File: src/rtl/frame_arbiter.sv
// frame_arbiter: round-robin, frame-granular arbiter for the input buffer's single enqueue port.
// Ports:
//   clk, rst_n                       clock, asynchronous active-low reset
//   tracing                          enables new grants; sampled only between frames
//   req_valid/req_eof/req_vector     per-producer beat valid, last-beat flag, beat data
//   req_ready                        per-producer accept (combinational)
//   ib_ready                         input buffer can take a beat this cycle
//   enqueue/eof_out/vector_out       registered beat towards the input buffer
//   grant_id, busy, trunc_count      current/last grant, frame in progress, forced-eof count
module frame_arbiter #(
  parameter int N = 8,
  parameter int DATA_WIDTH = 32,
  parameter int NUM_REQ = 4,
  parameter int MAX_FRAME_LEN = 256,
  localparam int GW = $clog2(NUM_REQ),
  localparam int CW = $clog2(MAX_FRAME_LEN),
  localparam int BW = N * DATA_WIDTH
) (
  input  logic                  clk,
  input  logic                  rst_n,
  input  logic                  tracing,
  input  logic [NUM_REQ-1:0]    req_valid,
  input  logic [NUM_REQ-1:0]    req_eof,
  input  logic [NUM_REQ*BW-1:0] req_vector,
  output logic [NUM_REQ-1:0]    req_ready,
  input  logic                  ib_ready,
  output logic                  enqueue,
  output logic                  eof_out,
  output logic [BW-1:0]         vector_out,
  output logic [GW-1:0]         grant_id,
  output logic                  busy,
  output logic [15:0]           trunc_count
);
  typedef enum logic {IDLE, LOCKED} state_t;
  state_t state_q, state_d;
  logic [GW-1:0] grant_id_q, grant_id_d, last_grant_q, last_grant_d, pick, idx;
  logic [CW-1:0] beat_cnt_q, beat_cnt_d;
  logic [BW-1:0] vector_out_q, vector_out_d, cur_vec;
  logic [15:0] trunc_count_q, trunc_count_d;
  logic enqueue_q, enqueue_d, eof_out_q, eof_out_d;
  logic pick_found, grant, accept, forced, cur_eof, last_beat;
  // Round-robin scan starting just above the previous winner.
  always_comb begin
    pick = last_grant_q;
    idx = last_grant_q;
    pick_found = 1'b0;
    for (int i = 1; i <= NUM_REQ; i++) begin
      idx = GW'((int'(last_grant_q) + i) % NUM_REQ);
      if (!pick_found && req_valid[idx]) begin
        pick = idx;
        pick_found = 1'b1;
      end
    end
  end
  assign cur_vec   = req_vector[grant_id_q*BW +: BW];
  assign cur_eof   = req_eof[grant_id_q];
  assign grant     = (state_q == IDLE) & tracing & pick_found;
  assign accept    = (state_q == LOCKED) & req_valid[grant_id_q] & ib_ready;
  // A frame that reaches its length limit without eof is cut here.
  assign forced    = (beat_cnt_q == CW'(MAX_FRAME_LEN - 1)) & ~cur_eof;
  assign last_beat = accept & (cur_eof | forced);
  always_comb begin
    req_ready = '0;
    req_ready[grant_id_q] = (state_q == LOCKED) & ib_ready;
  end
  always_comb begin
    state_d       = grant ? LOCKED : last_beat ? IDLE : state_q;
    grant_id_d    = grant ? pick : grant_id_q;
    last_grant_d  = grant ? pick : last_grant_q;
    beat_cnt_d    = grant ? '0 : accept ? beat_cnt_q + 1'b1 : beat_cnt_q;
    enqueue_d     = accept;
    vector_out_d  = accept ? cur_vec : vector_out_q;
    eof_out_d     = accept ? (cur_eof | forced) : eof_out_q;
    trunc_count_d = (accept & forced & ~&trunc_count_q) ? trunc_count_q + 16'd1 : trunc_count_q;
  end
  always_ff @(posedge clk or negedge rst_n) begin
    if (!rst_n) begin
      state_q       <= IDLE;
      grant_id_q    <= '0;
      last_grant_q  <= GW'(NUM_REQ - 1);
      beat_cnt_q    <= '0;
      enqueue_q     <= 1'b0;
      eof_out_q     <= 1'b0;
      vector_out_q  <= '0;
      trunc_count_q <= '0;
    end else begin
      state_q       <= state_d;
      grant_id_q    <= grant_id_d;
      last_grant_q  <= last_grant_d;
      beat_cnt_q    <= beat_cnt_d;
      enqueue_q     <= enqueue_d;
      eof_out_q     <= eof_out_d;
      vector_out_q  <= vector_out_d;
      trunc_count_q <= trunc_count_d;
    end
  end
  assign enqueue     = enqueue_q;
  assign eof_out     = eof_out_q;
  assign vector_out  = vector_out_q;
  assign grant_id    = grant_id_q;
  assign busy        = (state_q == LOCKED);
  assign trunc_count = trunc_count_q;
endmodule

File: config.mk
export PLATFORM = sky130hd
export DESIGN_NAME = frame_arbiter
export DESIGN_NICKNAME = d
export VERILOG_FILES = /design/src/rtl/frame_arbiter.sv
export SDC_FILE = /design/constraint.sdc
export NUM_CORES = 1
export LEC_CHECK = 0
export BUFFER_PORTS_ARGS = -buffer_cell sky130_fd_sc_hd__buf_2
export CAP_MARGIN = 15
export CORE_AREA = 2 2 511 513
export DETAILED_ROUTE_END_ITERATION = 7
export DIE_AREA = 0 0 513 515
export PLACE_DENSITY = 0.3
export SYNTH_ARGS = -nofsm -noshare
export SYNTH_HDL_FRONTEND = slang
export SYNTH_SLANG_ARGS = --single-unit
File: constraint.sdc
create_clock -name clk -period 2 [get_ports clk]
set_input_delay 0 -clock clk [delete_from_list [all_inputs] [get_ports clk]]
set_output_delay 0 -clock clk [all_outputs]
set_load 0.005 [all_outputs]
==> reports/summary.txt, run 1 <==
die height: 515 um
Port Buffer Count: 1316
status: finished, violations left
total grt overflow: 0
Reg area: 7192 um^2
wire per inst: 23.93 um
type of origin of the critical path: flip-flop
sw power: 0.01921 W
Tot Pwr: 0.04445 W
Core Region: 258500 um^2
share of layout cells above drive strength 1: 46.54%
crit path DAT: 2.62 ns
Max Slew Vio Count: 0
part of the power in combinational logic: 58.7%
Max IR drop VDD: 0.5584 mV
CP Cell Sequence: nand3b_1 -> o22a_4 -> buf_6 -> buf_16 -> clkbuf_16 -> nand2_1 -> nand2_1
worst skew pair latency: 0.64 ns
f_max: 476.2 MHz
Setup crit end kind: flip-flop
Rel. slew slack: 41.73%
Post-synth ARST share: 100.0%
Most used DFF post-synth: dfrtp_1
filler instances: 29.04k
Setup-failing EPs final: 70
Yosys warning count: 0
Netlist cell types: 42
required time worst endpoint: 2.52 ns
largest net degree at the start of global routing: 51
Util after Layout: 16.22%
CTS H-tree depth: 2
FF+latch count, synth: 287
Clk pwr share: 18.1%
Clock Tree Buf Depth: 3
Vias: 23.96k
area occupied by multi-input gates: 9659 um^2
Initial Util: 6.641%
vias in the first global route: 25.83k
Placed Area: 29210 um^2
Ports: 1317
RSZ-0062 raised after global routing: true
GRT Util Overall: 12.88%
sequential power share: 23.2%
DRC errors left: 0
cell mode on critical path: nand2_1
CTS clk-pin slew, worst paths: 0.06 ns
CP Class: flip-flop to flip-flop
Total Wirelength: 180000 um
Total Neg Setup Slack: -3.003 ns
CP max stage delay: 0.54 ns
Post-synth EDFFs: 0
first-pass GRT wire length: 230500 um
Post-Syn Nets: 2593
Crit Path Max Fanout: 17
final critical-path required period: 2.100 ns
Mean Syn Cell Area: 11.04 um^2
Fin. Hold Viols: 0
Power Internal: 0.02523 W
pre-CTS setup slack: -0.03643 ns
CTS buffer count: 43
Sw Share: 43.23%
CTS tree: done
Hold/Removal Path Class: primary input to flip-flop
1st-pass router iterations: 5
initial antenna violation count: 132
final period utilization: 105.0%
Die ar.: 264200 um^2
post-synthesis sequential area ratio: 41.85%
Synth Cell Area: 17170 um^2
Antenna Violating Nets Remaining: 0
Design Area, Final: 41950 um^2
Layout area overhead: 144.3%
Clock Sinks: 287
die width: 513 um
1st-iter DRT viols: 1199
clk_skew: 0.02095 ns
Slowest cell on crit path: dfrtp_4
post-DP HPWL: 152600 um
row count: 187
max_cap viols: 0
Syn Inst Count: 1555
Final GP Congestion: 0.8785
Final #Nets: 5069
PwrDens: 1060 nW/um^2
Lkg Pwr: 19.33 nW
Worst Tran Pin Value: 0.8741 ns
clk root buf: clkbuf_16
Vias/cell: 3.185
setup ws final: -0.1002 ns
failing checks: setup timing
==> through the flow <==
step,instances,hold slack [ns]
2_1_floorplan,1555,-0.2956
3_3_place_gp,6326,0.03980
3_5_place_dp,6326,0.04766
4_1_cts,7438,0.03347
5_1_grt,7479,0.09181
6_report,7522,0.1295
==> path summary, 6_finish.rpt <==
kind	from	cells after the start	to	slack (ns)
max reg2reg	grant_id[0]	7	vector_out[105]	-0.10
min	req_eof[0]	4	eof_out	0.13
max in group asynchronous	rst_n	4	vector_out[204]	0.41
max	grant_id[0]	7	vector_out[105]	-0.10
min reg2reg	vector_out[183]	2	vector_out[183]	0.46
min in group asynchronous	rst_n	3	vector_out[19]	0.56
==> cell usage after synthesis (2+ instances only) <==
| cell | number | area [um^2] |
|---|---|---|
| a21o_1 | 2 | 15.01 |
| a21oi_1 | 8 | 40.04 |
| and3_1 | 3 | 18.77 |
| buf_1 | 4 | 15.01 |
| buf_2 | 50 | 250.2 |
| clkbuf_1 | 64 | 240.2 |
| dfrtp_1 | 285 | 7132 |
| dfstp_2 | 2 | 52.55 |
| ha_1 | 2 | 25.02 |
| inv_1 | 3 | 11.26 |
| mux2_2 | 2 | 22.52 |
| mux2i_1 | 3 | 30.03 |
| mux4_2 | 257 | 5788 |
| nand2_1 | 782 | 2935 |
| nand2b_1 | 2 | 12.51 |
| nand3_1 | 7 | 35.03 |
| nand4_1 | 14 | 87.58 |
| nor2_1 | 19 | 71.32 |
| nor4_1 | 2 | 12.51 |
| o21ai_0 | 5 | 25.02 |
| xnor2_1 | 13 | 113.9 |
| xor2_1 | 6 | 52.55 |
==> layout make-up <==
class | instances | share of cell area [%]
timing repair buffer | 2550 | 45.86
multi-input combinational | 1145 | 23.03
sequential | 287 | 17.15
tap | 3402 | 10.15
clock buffer | 60 | 2.956
clock inverter | 13 | 0.4415
antenna | 61 | 0.3639
inverter | 4 | 0.05369
==> power groups by stage <==
stage	clock network [W]	registers, W	logic, W
finish	0.00806	0.0103	0.0261
global placement	0	0.0104	0.0235
CTS	0.00848	0.0103	0.0255
floorplan	0	0.00995	0.0107
detailed placement	0	0.0104	0.0235
global route	0.00867	0.0107	0.0283
==> metal layers <==
layer  up-vias  share of wire [%]  global-route usage (%)  wire, um
li1      10530                  -                       -         -
met1     11820                 42                   15.59     74880
met2      1293                 45                   20.79     81410
met3       254                9.6                   5.107     17360
met4        62                3.3                   4.008      5946
met5         -               0.22                       0       396
==> cell usage in the layout (no fill, tap or decap), drive strengths merged, types with 5 or more instances in the layout <==
master,count
buf,1500
dlygate4sd3,1037
nand2,782
dfrtp,285
mux4,257
clkbuf,71
diode,61
nor2,19
nand4,14
xnor2,13
a21oi,8
clkinv,8
nand3,7
xor2,6
inv,6
o21ai,5
==> registers in the layout (all words and copies together), names as in the netlist <==
name          flops
beat_cnt_q        8
trunc_count      16
grant_id          2
vector_out      256
busy              1
eof_out           1
enqueue           1
last_grant_q      2
==> kinds of logic (layout without fill, tap and decap cells) <==
group	count (synthesis)	count (layout)	synth area share [%]
multiplexers	263	263	34.08
buffers and inverters	124	2627	3.141
other	0	61	0
AND/OR/NAND/NOR	838	838	18.99
flip-flops	287	287	41.85
AO/OA/AOI/OAI	22	23	0.8235
adder cells (fa/ha/maj)	2	2	0.1457
XOR/XNOR	19	19	0.9692
==> repair_timing <==
| item | 4_1_cts | 5_1_grt |
|---|---|---|
| gates cloned | 0 | 13 |
| setup buffers | 1 | 10 |
| setup endpoints to repair | 22 | 126 |
| endpoints found under the hold margin | 550 | 0 |
| gates resized for setup | 10 | 85 |
| pin swaps | 1 | 28 |
| hold buffers | 1039 | 0 |
==> worst max-delay path, delay by kind of cell (launching register included) <==
| family | cells | cell delay, ns |
|---|---|---|
| simple gates | 3 | 0.35 |
| buf+inv | 3 | 0.62 |
| flops | 1 | 0.54 |
| compound gates | 1 | 0.33 |
No activity file was read; power rests on OpenSTA's default activity.
==> inputs of run 2 (changes only) <==
--- a/config.mk
+++ b/config.mk
@@ -7,10 +7,12 @@
 export LEC_CHECK = 0
 export BUFFER_PORTS_ARGS = -buffer_cell sky130_fd_sc_hd__buf_2
 export CAP_MARGIN = 15
-export CORE_AREA = 2 2 511 513
+export CELL_PAD_IN_SITES_DETAIL_PLACEMENT = 1
+export CELL_PAD_IN_SITES_GLOBAL_PLACEMENT = 2
+export CORE_AREA = 2 2 517 519
 export DETAILED_ROUTE_END_ITERATION = 7
-export DIE_AREA = 0 0 513 515
-export PLACE_DENSITY = 0.3
+export DIE_AREA = 0 0 519 521
+export PLACE_DENSITY = 0.36
 export SYNTH_ARGS = -nofsm -noshare
 export SYNTH_HDL_FRONTEND = slang
 export SYNTH_SLANG_ARGS = --single-unit
==> run 2 against run 1 <==
Against the previous run: the run still ends with setup timing left; final cell count up 0.80%; clock power up 13%; clock skew up 0.015 ns; non-clock buffer count down 43; combinational power down 2%; register-to-register slack better by 0.08 ns; sequential share of layout area up 0.12 points; maximum frequency up 3.8%.
==> reports/summary.txt, run 2 (synthesis results as in run 1) <==
failing checks: setup timing
Antenna Violating Nets Remaining: 0 (unchanged)
f_max: 494.2 MHz (+3.8%)
Util after Layout: 15.75% (-0.47 points)
max_cap viols: 0 (unchanged)
cell mode on critical path: nand2_1
CTS H-tree depth: 2 (unchanged)
CP Class: flip-flop to flip-flop
row count: 189 (+1.1%)
CTS tree: done
PwrDens: 1074 nW/um^2 (+1.4%)
Setup crit end kind: flip-flop
Worst Tran Pin Value: 0.9586 ns (+0.08451 ns)
Final GP Congestion: 0.9131 (+3.9%)
commonest cells after routing, fill and taps aside: 1315 x buf_2, 1032 x dlygate4sd3_1, 765 x nand2_1
Initial Util: 6.494% (-0.15 points)
Hold/Removal Path Class: primary input to flip-flop
GRT Util Overall: 12.24% (-0.64 points)
Vias/cell: 3.042 (-4.5%)
first-pass GRT wire length: 228700 um (-0.79%)
highest metal used: met5
die height: 521 um (+1.2%)
setup ws final: -0.02332 ns (+0.07684 ns)
Max IR drop VDD: 0.5201 mV (-6.8%)
RSZ-0062 raised after global routing: true
wire per inst: 22.70 um (-5.2%)
total grt overflow: 0 (unchanged)
Die ar.: 270400 um^2 (+2.3%)
filler instances: 31.16k (+7.3%)
met1 WL: 67780 um (-9.5%)
Layout area overhead: 142.6%
Port Buffer Count: 1316 (unchanged)
vias in the first global route: 26.60k (+3.0%)
Rel. slew slack: 35.40% (-6.3 points)
Largest register FFs: 256 (unchanged)
Fin. Hold Viols: 0 (unchanged)
Max Slew Vio Count: 0 (unchanged)
1st-pass router iterations: 5 (unchanged)
status: finished, violations left
most common cell after layout, fill and taps aside: buf_2
Slowest cell on crit path: dfrtp_4
CP Cell Sequence: buf_4 -> buf_16 -> buf_12 -> mux4_2 -> nand2_1 -> nand2_1
CTS buffer count: 44 (+2.3%)
CTS clk-pin slew, worst paths: 0.06 ns (about the same)
initial antenna violation count: 56 (-58%)
Clock Tree Buf Depth: 3 (unchanged)
Layout Cells excl Fill: 7582 (+0.80%)
die width: 519 um (+1.2%)
largest net degree at the start of global routing: 69 (+35%)
Final #Nets: 5026 (-0.85%)
DR WL met3: 12410 um (-29%)
Crit Path Max Fanout: 22 (+5)
Total Wirelength: 172100 um (-4.4%)
share of layout cells above drive strength 1: 45.78% (-0.75 points)
1st-iter DRT viols: 793 (-34%)
clk root buf: clkbuf_16
clk_skew: 0.03609 ns (+0.01514 ns)
worst skew pair latency: 0.64 ns (about the same)
CP delay by family, top: buffers and inverters
Post-Place Cells: 6431 (+1.7%)
required time worst endpoint: 2.51 ns (about the same)
metal2 WL: 86190 um (+5.9%)
Worst Path Buf+Inv: 3 (unchanged)
Core Region: 264400 um^2 (+2.3%)
Vias: 23.06k (-3.7%)
CP max stage delay: 0.50 ns (-0.04 ns)
final period utilization: 101.2% (-3.8 points)
Clock Sinks: 287 (unchanged)
crit path DAT: 2.53 ns (-0.09 ns)
post-DP HPWL: 142300 um (-6.7%)
Lkg Pwr: 19.13 nW (-1.0%)
Ports: 1317 (unchanged)
DRC errors left: 0 (unchanged)
Setup-failing EPs final: 7 (-90%)
final critical-path required period: 2.023 ns (-0.07684 ns)
type of origin of the critical path: flip-flop
run 2: worst reg2reg max path, delay by kind of cell, from the launching register on:
family / cells / cell delay (ns)
buf+inv: 3 / 0.77
flops: 1 / 0.50
mux: 1 / 0.49
simple gates: 2 / 0.17
run 2: path summary, 6_finish.rpt:
kind	start	end	slack [ns]	depth (start not counted)
setup / recovery	grant_id[0]	vector_out[95]	-0.02	6
hold / removal	req_vector[99]	vector_out[99]	0.04	4
setup reg to reg	grant_id[0]	vector_out[95]	-0.02	6
hold reg to reg	vector_out[8]	vector_out[8]	0.46	2
max in group asynchronous	rst_n	vector_out[34]	1.32	4
min in group asynchronous	rst_n	vector_out[179]	0.18	3
run 2: per-layer routing:
metal	GRT usage (%)	vias up
met2	21.70	1065
met4	3.872	8
met5	0	-
li1	-	10390
met3	3.752	182
met1	13.93	11420
run 2: area by class of cell:
class                      instances  area, um^2  area share [%]
clock buffer                      59        1289           3.095
inverter                           4       22.52         0.05408
sequential                       287        7192           17.27
antenna                           28       70.07          0.1682
timing repair buffer            2507       18770           45.07
multi-input combinational       1144        9540           22.91
tap                             3533        4420           10.61
clock inverter                    20       340.3          0.8172
run 2: through the flow:
step | instance area (um^2) | total power [W] | setup slack (ns) | hold slack [ns] | setup TNS (ns)
floorplan | 17170 | 0.02061 | 0.01196 | -0.2956 | 0
global placement | 29120 | 0.03431 | -0.1049 | -0.02041 | -4.358
detailed placement | 29120 | 0.03432 | -0.1602 | -0.01713 | -7.178
CTS | 41210 | 0.04585 | -0.005641 | 0.02907 | -0.009476
global route | 41600 | 0.04834 | -0.05552 | 0.007852 | -0.8717
finish | 41640 | 0.04473 | -0.02332 | 0.04419 | -0.06002
run 2: repair_timing:
action / in CTS / in global routing
endpoints found under the hold margin: 551 / 0
hold buffers: 1033 / 0
setup buffers: 3 / 4
cloned: 0 / 5
pin swaps: 0 / 3
endpoints found under the setup margin: 114 / 183
gates resized for setup: 17 / 60
run 2: report_power, final:
part	leakage (nW)	internal (W)	switching [W]	total, W
registers	3.61	0.00842	0.00169	0.0101
clock network	0.798	0.00566	0.00342	0.00908
logic	14.7	0.0116	0.0139	0.0255
